===== src/rtl/multicycle_control.sv =====
// Main control FSM for the multicycle MIPS datapath: sequences
// fetch/decode/execute/memory/writeback and drives every datapath control.
module multicycle_control #(
    parameter logic [5:0] OP_RTYPE = 6'b000000,
    parameter logic [5:0] OP_LW    = 6'b100011,
    parameter logic [5:0] OP_SW    = 6'b101011,
    parameter logic [5:0] OP_BEQ   = 6'b000100,
    parameter logic [5:0] OP_ADDI  = 6'b001000,
    parameter logic [5:0] OP_J     = 6'b000010
) (
    input  logic       clk,
    input  logic       reset,
    input  logic [5:0] opcode,
    input  logic       mem_ready,
    output logic [1:0] ALUop,
    output logic       ALUSrcA,
    output logic [1:0] ALUSrcB,
    output logic [1:0] PCSource,
    output logic       PCWrite,
    output logic       PCWriteCond,
    output logic       IorD,
    output logic       MemRead,
    output logic       MemWrite,
    output logic       IRWrite,
    output logic       MemtoReg,
    output logic       RegDst,
    output logic       RegWrite,
    output logic       illegal_op,
    output logic [3:0] state
);

    typedef enum logic [3:0] {
        FETCH   = 4'd0,
        DECODE  = 4'd1,
        MEMADR  = 4'd2,
        MEMRD   = 4'd3,
        MEMWB   = 4'd4,
        MEMWR   = 4'd5,
        RTYPEEX = 4'd6,
        RTYPEWB = 4'd7,
        BEQEX   = 4'd8,
        ADDIEX  = 4'd9,
        ADDIWB  = 4'd10,
        JEX     = 4'd11
    } state_e;

    typedef struct packed {
        logic [1:0] alu_op;
        logic       src_a;
        logic [1:0] src_b;
        logic [1:0] pc_src;
        logic       pc_write;
        logic       pc_write_cond;
        logic       iord;
        logic       mem_read;
        logic       mem_write;
        logic       ir_write;
        logic       mem_to_reg;
        logic       reg_dst;
        logic       reg_write;
        logic       illegal;
    } ctl_t;

    state_e     state_q, state_d;
    logic [5:0] op_q;
    state_e     dec_target;
    logic       dec_known;
    ctl_t       ctl;
    ctl_t       ctl_out;

    always_ff @(posedge clk or posedge reset) begin
        if (reset) begin
            state_q <= FETCH;
            op_q    <= '0;
        end else begin
            state_q <= state_d;
            if (state_q == DECODE) begin
                op_q <= opcode;
            end
        end
    end

    // Opcode dispatch; only consulted while in DECODE.
    always_comb begin
        dec_target = FETCH;
        dec_known  = 1'b1;
        case (opcode)
            OP_LW:    dec_target = MEMADR;
            OP_SW:    dec_target = MEMADR;
            OP_RTYPE: dec_target = RTYPEEX;
            OP_BEQ:   dec_target = BEQEX;
            OP_ADDI:  dec_target = ADDIEX;
            OP_J:     dec_target = JEX;
            default:  dec_known  = 1'b0;
        endcase
    end

    always_comb begin
        state_d = state_q;
        unique case (state_q)
            FETCH:   if (mem_ready) state_d = DECODE;
            DECODE:  state_d = dec_target;
            MEMADR:  state_d = (op_q == OP_LW) ? MEMRD : MEMWR;
            MEMRD:   if (mem_ready) state_d = MEMWB;
            MEMWB:   state_d = FETCH;
            MEMWR:   if (mem_ready) state_d = FETCH;
            RTYPEEX: state_d = RTYPEWB;
            RTYPEWB: state_d = FETCH;
            BEQEX:   state_d = FETCH;
            ADDIEX:  state_d = ADDIWB;
            ADDIWB:  state_d = FETCH;
            JEX:     state_d = FETCH;
            default: state_d = FETCH;
        endcase
    end

    always_comb begin
        ctl = '0;
        unique case (state_q)
            FETCH: begin
                ctl.mem_read = 1'b1;
                ctl.src_b    = 2'b01;
                ctl.ir_write = mem_ready;
                ctl.pc_write = mem_ready;
            end
            DECODE: begin
                ctl.src_b   = 2'b11;
                ctl.illegal = ~dec_known;
            end
            MEMADR: begin
                ctl.src_a = 1'b1;
                ctl.src_b = 2'b10;
            end
            MEMRD: begin
                ctl.mem_read = 1'b1;
                ctl.iord     = 1'b1;
            end
            MEMWB: begin
                ctl.reg_write  = 1'b1;
                ctl.mem_to_reg = 1'b1;
            end
            MEMWR: begin
                ctl.mem_write = 1'b1;
                ctl.iord      = 1'b1;
            end
            RTYPEEX: begin
                ctl.src_a  = 1'b1;
                ctl.alu_op = 2'b10;
            end
            RTYPEWB: begin
                ctl.reg_write = 1'b1;
                ctl.reg_dst   = 1'b1;
            end
            BEQEX: begin
                ctl.src_a         = 1'b1;
                ctl.alu_op        = 2'b01;
                ctl.pc_write_cond = 1'b1;
                ctl.pc_src        = 2'b01;
            end
            ADDIEX: begin
                ctl.src_a = 1'b1;
                ctl.src_b = 2'b10;
            end
            ADDIWB: ctl.reg_write = 1'b1;
            JEX: begin
                ctl.pc_write = 1'b1;
                ctl.pc_src   = 2'b10;
            end
            default: ctl = '0;
        endcase
    end

    // Reset silences every strobe at once, even before the state clears.
    assign ctl_out = reset ? '0 : ctl;

    assign ALUop       = ctl_out.alu_op;
    assign ALUSrcA     = ctl_out.src_a;
    assign ALUSrcB     = ctl_out.src_b;
    assign PCSource    = ctl_out.pc_src;
    assign PCWrite     = ctl_out.pc_write;
    assign PCWriteCond = ctl_out.pc_write_cond;
    assign IorD        = ctl_out.iord;
    assign MemRead     = ctl_out.mem_read;
    assign MemWrite    = ctl_out.mem_write;
    assign IRWrite     = ctl_out.ir_write;
    assign MemtoReg    = ctl_out.mem_to_reg;
    assign RegDst      = ctl_out.reg_dst;
    assign RegWrite    = ctl_out.reg_write;
    assign illegal_op  = ctl_out.illegal;
    assign state       = state_q;

endmodule


===== config.mk =====
export PLATFORM = sky130hd
export DESIGN_NAME = multicycle_control
export DESIGN_NICKNAME = d
export VERILOG_FILES = /design/src/rtl/multicycle_control.sv
export SDC_FILE = /design/constraint.sdc
export NUM_CORES = 1
export LEC_CHECK = 0
export BUFFER_PORTS_ARGS = -buffer_cell sky130_fd_sc_hd__buf_2
export CAP_MARGIN = 15
export CORE_UTILIZATION = 50
export CTS_BUF_LIST = sky130_fd_sc_hd__clkbuf_16
export CTS_CLUSTER_SIZE = 14
export DETAILED_ROUTE_END_ITERATION = 16
export GPL_TIMING_DRIVEN = 0
export PLACE_DENSITY_LB_ADDON = 0.15
export SLEW_MARGIN = 0
export SYNTH_ARGS = -nofsm -noshare
export SYNTH_HDL_FRONTEND = slang
export SYNTH_SLANG_ARGS = --single-unit
export TNS_END_PERCENT = 10

===== constraint.sdc =====
create_clock -name clk -period 4.4 [get_ports clk]
set_input_delay 0.44 -clock clk [delete_from_list [all_inputs] [get_ports clk]]
set_output_delay 0.44 -clock clk [all_outputs]
set_load 0.03 [all_outputs]

# Yosys cells after proc, flatten, opt, wreduce, memory -nomap -nowiden
# Cells that the tools add are included.
[totals]
out_inout_bits = 21
regBits = 10
inputBits = 9
[op_classes]
reduce_logical = 10
eq_ne = 20
muxes = 22
bitwise_logic = 1
[ops]
columns = ["cell", "count"]
rows = [
  ["$pmux 4 s7", 1],
  ["$pmux 4 s5", 1],
  ["$eq 6x6->1 const B", 3],
  ["$mux 17", 1],
  ["$eq 4x3->1 const B", 4],
  ["$eq 4x4->1 const B", 4],
  ["$mux 4", 3],
  ["$mux 1", 11],
  ["$eq 4x2->1 const B", 2],
  ["$pmux 2 s2", 2],
  ["$reduce_or 2->1", 4],
  ["$eq 6x2->1 const B", 1],
  ["$eq 6x3->1 const B", 1],
  ["$eq 6x4->1 const B", 1],
  ["$logic_not 6->1", 1],
  ["$ne 2x2->1 const B", 3],
  ["$pmux 2 s3", 1],
  ["$reduce_or 6->1", 1],
  ["$eq 4x1->1 const B", 1],
  ["$logic_not 4->1", 1],
  ["$reduce_or 4->1", 1],
  ["$mux 3", 1],
  ["$reduce_and 3->1", 1],
  ["$reduce_or 3->1", 1],
  ["other kinds (2)", 2],
]

# Depth between registers and ports, before layout
[depth]
word_depth = 6
ltp_mapped = 5
mapped_depth_nobuf = 3

# Worst setup path before layout
# OpenSTA, ideal clock, no wires.
[synth_timing]
path_kind = "reg-to-output"
start = "register state_q[1], in the netlist state[1]"
end = "output port ALUop[1]"
slack_ns = 2.014
stages_incl_launch_ff = 4
arrival_ns = 1.946
path_cell_list = "dfrtp_1 > buf_2 > inv_1 > nor4_1"
[synth_between]
elab_chain_cells = 3
word_cells_on_any_way = 4
cone_classes = "eq/ne: 2; mux: 2"
[synth_rtl]
columns = ["item", "line", "text"]
rows = [
  ["start, declared", "64", "state_e state_q, state_d;"],
  ["start signal, assigned", "76", "state_q <= state_d;"],
  ["$eq 4x4->1 or $eq 4x3->1 (tied branches)", "119", "unique case (state_q)"],
  ["$pmux 2 s2 (*)", "119", ""],
  ["$mux 17 (*)", "174", "assign ctl_out = reset ? '0 : ctl;"],
  ["end, declared", "15", "output logic [1:0] ALUop,"],
]
# Mark *: on every way between the ends. The rest lies on a longest branch, timed or not.

# Final worst setup path
[layout_timing]
start = "register state_q[2], in the netlist state[2]"
end = "output port illegal_op"
[layout_between]
elab_chain_cells = 3
[layout_rtl]
columns = ["item", "line", "text"]
rows = [
  ["$eq 4x1->1", "119", ""],
  ["$mux 1", "119", ""],
  ["$mux 17", "174", ""],
  ["end, declared", "28", "output logic illegal_op,"],
]
# No other way between the ends.

==> flow_summary.yaml <==
finish:
  final_area_um2: 1028
  syn2layout_area_growth_pct: 30.06
  layout-drive-gt1-share: 0.3802
  nets: 131
  fin_util: 0.7439
  fillers: 115
  diodes: 0
timing:
  maxSlewViolCount: 0
  fin_crit_ns: 2.224
  max_slew_margin: 0.6144
  worst_pin_slew_ns: 0.5759
  fin_skew_ns: 0.005975
  fin_crit_sh: 0.5054
  fmax_ghz: 0.4497
  rsz0062_at_grt: "no"
  finalSetupViolations: 0
  hold_viol_final: 0
  setup_tns_ns: 0
synthesis:
  seq_area_frac_synth: 0.3165
  syn_nets: 98
  synth-seq-cells: 10
  synth-edff-count: 0
  synthCells: 89
  avgSynthCellArea_um2: 8.885
  yosysUniqueCellTypes: 34
  async_reset_ff_frac: 1.000
  synth_area_um2: 790.8
  synth_ff_type: "dfrtp_1"
  ys.warnings.count: 0
floorplan:
  dieHeight_um: 41.77
  chipWidth_um: 41.77
  initial_core_util: 0.5719
  dieArea_um2: 1745
  rows: 13
  core_area_um2: 1383
  ios: 30
drt:
  antenna_left: 0
  drt-total-wl_um: 2115
  vias: 823
  drt_first_pass_iters: 6
  avgViaCountPerCell: 6.051
  wire_per_inst_um: 15.55
  drcViolationCount: 0
  drt-initial-drc-count: 33
worst_setup_path:
  worstPathMaxFanout: 9
  startpoint_type: "flip-flop"
  crit_path_end_kind: "output pin"
  worstSetupStartpoint: "state[2]"
  r2r_cells: 3
  path_class: "flip-flop to output pin"
  worstPathRequired_ns: 3.96
  arrival_ns: 1.78
  worstReg2RegStart: "state[2]"
power_and_ir_drop:
  peakVddDrop_mv: 0.3043
  p_per_area_nw_per_um2: 464.5
  p_leak_uw: 0.0004975
global_route:
  grt_max_degree: 14
  antenna_found_initial: 0
  grt_pass1_wl_um: 3408
  grt_pass1_vias: 709
  grt-ovfl-total: 0
  globalRouteTotalUtil: 0.2565
clock_network:
  cts_max_path_buffers: 2
  cts_resized: 0
  root_buffer: "clkbuf_16"
  holdBufCountCts: 0
  cts_tree: "yes"
  htree_levels: 1
  clock-sinks: 10
  numCtsBuffers: 3
  post-cts-setup-buffers: 0
  path_clk_slew_ns: 0.04
  clock_latency_ns: 0.24
placement:
  place_area_um2: 949.7
  place_congestion: 0.7860
  place.port_buffers: 28
  dpl.hpwl_um: 1483
flow_run:
  cap_violations: 0
status:
  outcome: "finished, final reports clean"
hold_path:
  hold_path_class: "primary input to asynchronous set/reset pin"
[critical path, cell delays in order (launching register included)]
cell and delay (ns):
dfrtp_1 0.38, buf_6 0.14, nor4b_4 0.55, and4_1 0.28, buf_2 0.19
[logic make-up after synthesis]
kind of cell / count (synthesis) / share of synthesized area
buf+inv: 11 / 0.07436
mux: 6 / 0.08544
compound gates: 17 / 0.1440
xor+xnor: 3 / 0.03323
simple gates: 42 / 0.3466
flops: 10 / 0.3165
[final cells by class]
type / count / area (um2) / share of cell area
sequential: 10 / 250.2 / 0.2433
buffer: 8 / 47.55 / 0.04623
timing repair buffer: 28 / 140.1 / 0.1363
clock inverter: 1 / 3.754 / 0.003650
tap: 15 / 18.77 / 0.01825
clock buffer: 3 / 75.07 / 0.07299
multi-input combinational: 68 / 481.7 / 0.4684
inverter: 3 / 11.26 / 0.01095
[cell usage in the layout, fill, tap and decap left out, drive strengths merged, types with 2 or more instances in the layout]
master   synthesis  layout
and3             3       3
nor2             6       6
nand3            2       2
nor2b            3       3
a21oi            2       2
dfrtp           10      10
nand2b           2       2
clkbuf           1       4
nand2            2       2
and4             2       2
buf              7      35
mux2             6       6
nor4             6       6
inv              3       3
xor2             3       3
nor3             6       6
o21ai            4       4
nor4b            3       3
o2111ai          2       2
a211oi           3       3
o211ai           3       3
[through the flow]
step                      std cells  worst slack [ns]  total power (uW)  hold slack, ns
final                           136             2.176             477.8          0.2812
after detailed placement        132             2.435             312.9          0.4888
after CTS                       136             2.164             477.9          0.2885
after global routing            136             2.075             502.6          0.3277
after floorplan                  89             2.014             268.0          0.4573
after global placement          132             2.467             306.3          0.4821
[final timing paths]
check | to | slack [ns]
hold reg to reg | op_q[0] | 0.50
setup / recovery | illegal_op | 2.18
hold / removal | op_q[5] | 0.28
max in group asynchronous | state[3] | 3.79
setup reg to reg | op_q[5] | 2.80
min in group clk | op_q[4] | 0.49
[per-layer routing]
metal | share of wire | GRT usage | vias up
met3 | 0.077 | 0.08261 | 4
met2 | 0.50 | 0.4281 | 40
met4 | 0.0028 | 0.05806 | 0
met5 | 0 | 0 | -
met1 | 0.42 | 0.3199 | 380
li1 | - | - | 399
[synthesized netlist by cell type (3+ instances only)]
cell	number	area, um2
a211oi_1	3	22.52
and3_1	3	18.77
buf_2	5	25.02
dfrtp_1	10	250.2
inv_1	3	11.26
mux2_2	6	67.56
nor2_1	6	22.52
nor2b_1	3	18.77
nor3_1	6	30.03
nor4_1	6	37.54
o211ai_1	3	22.52
o21ai_0	4	20.02
xor2_1	3	26.28
[state kept, by name (all words and copies together), names as in the netlist]
register	cells
state	4
op_q	6
[report_power, final]
group / internal (uW) / switching, uW / total (uW)
sequential: 124 / 17.2 / 141
clock: 119 / 44.4 / 164
combinational: 71.6 / 101 / 173
total: 315 / 163 / 478
No activity file was read; power rests on OpenSTA's default activity.
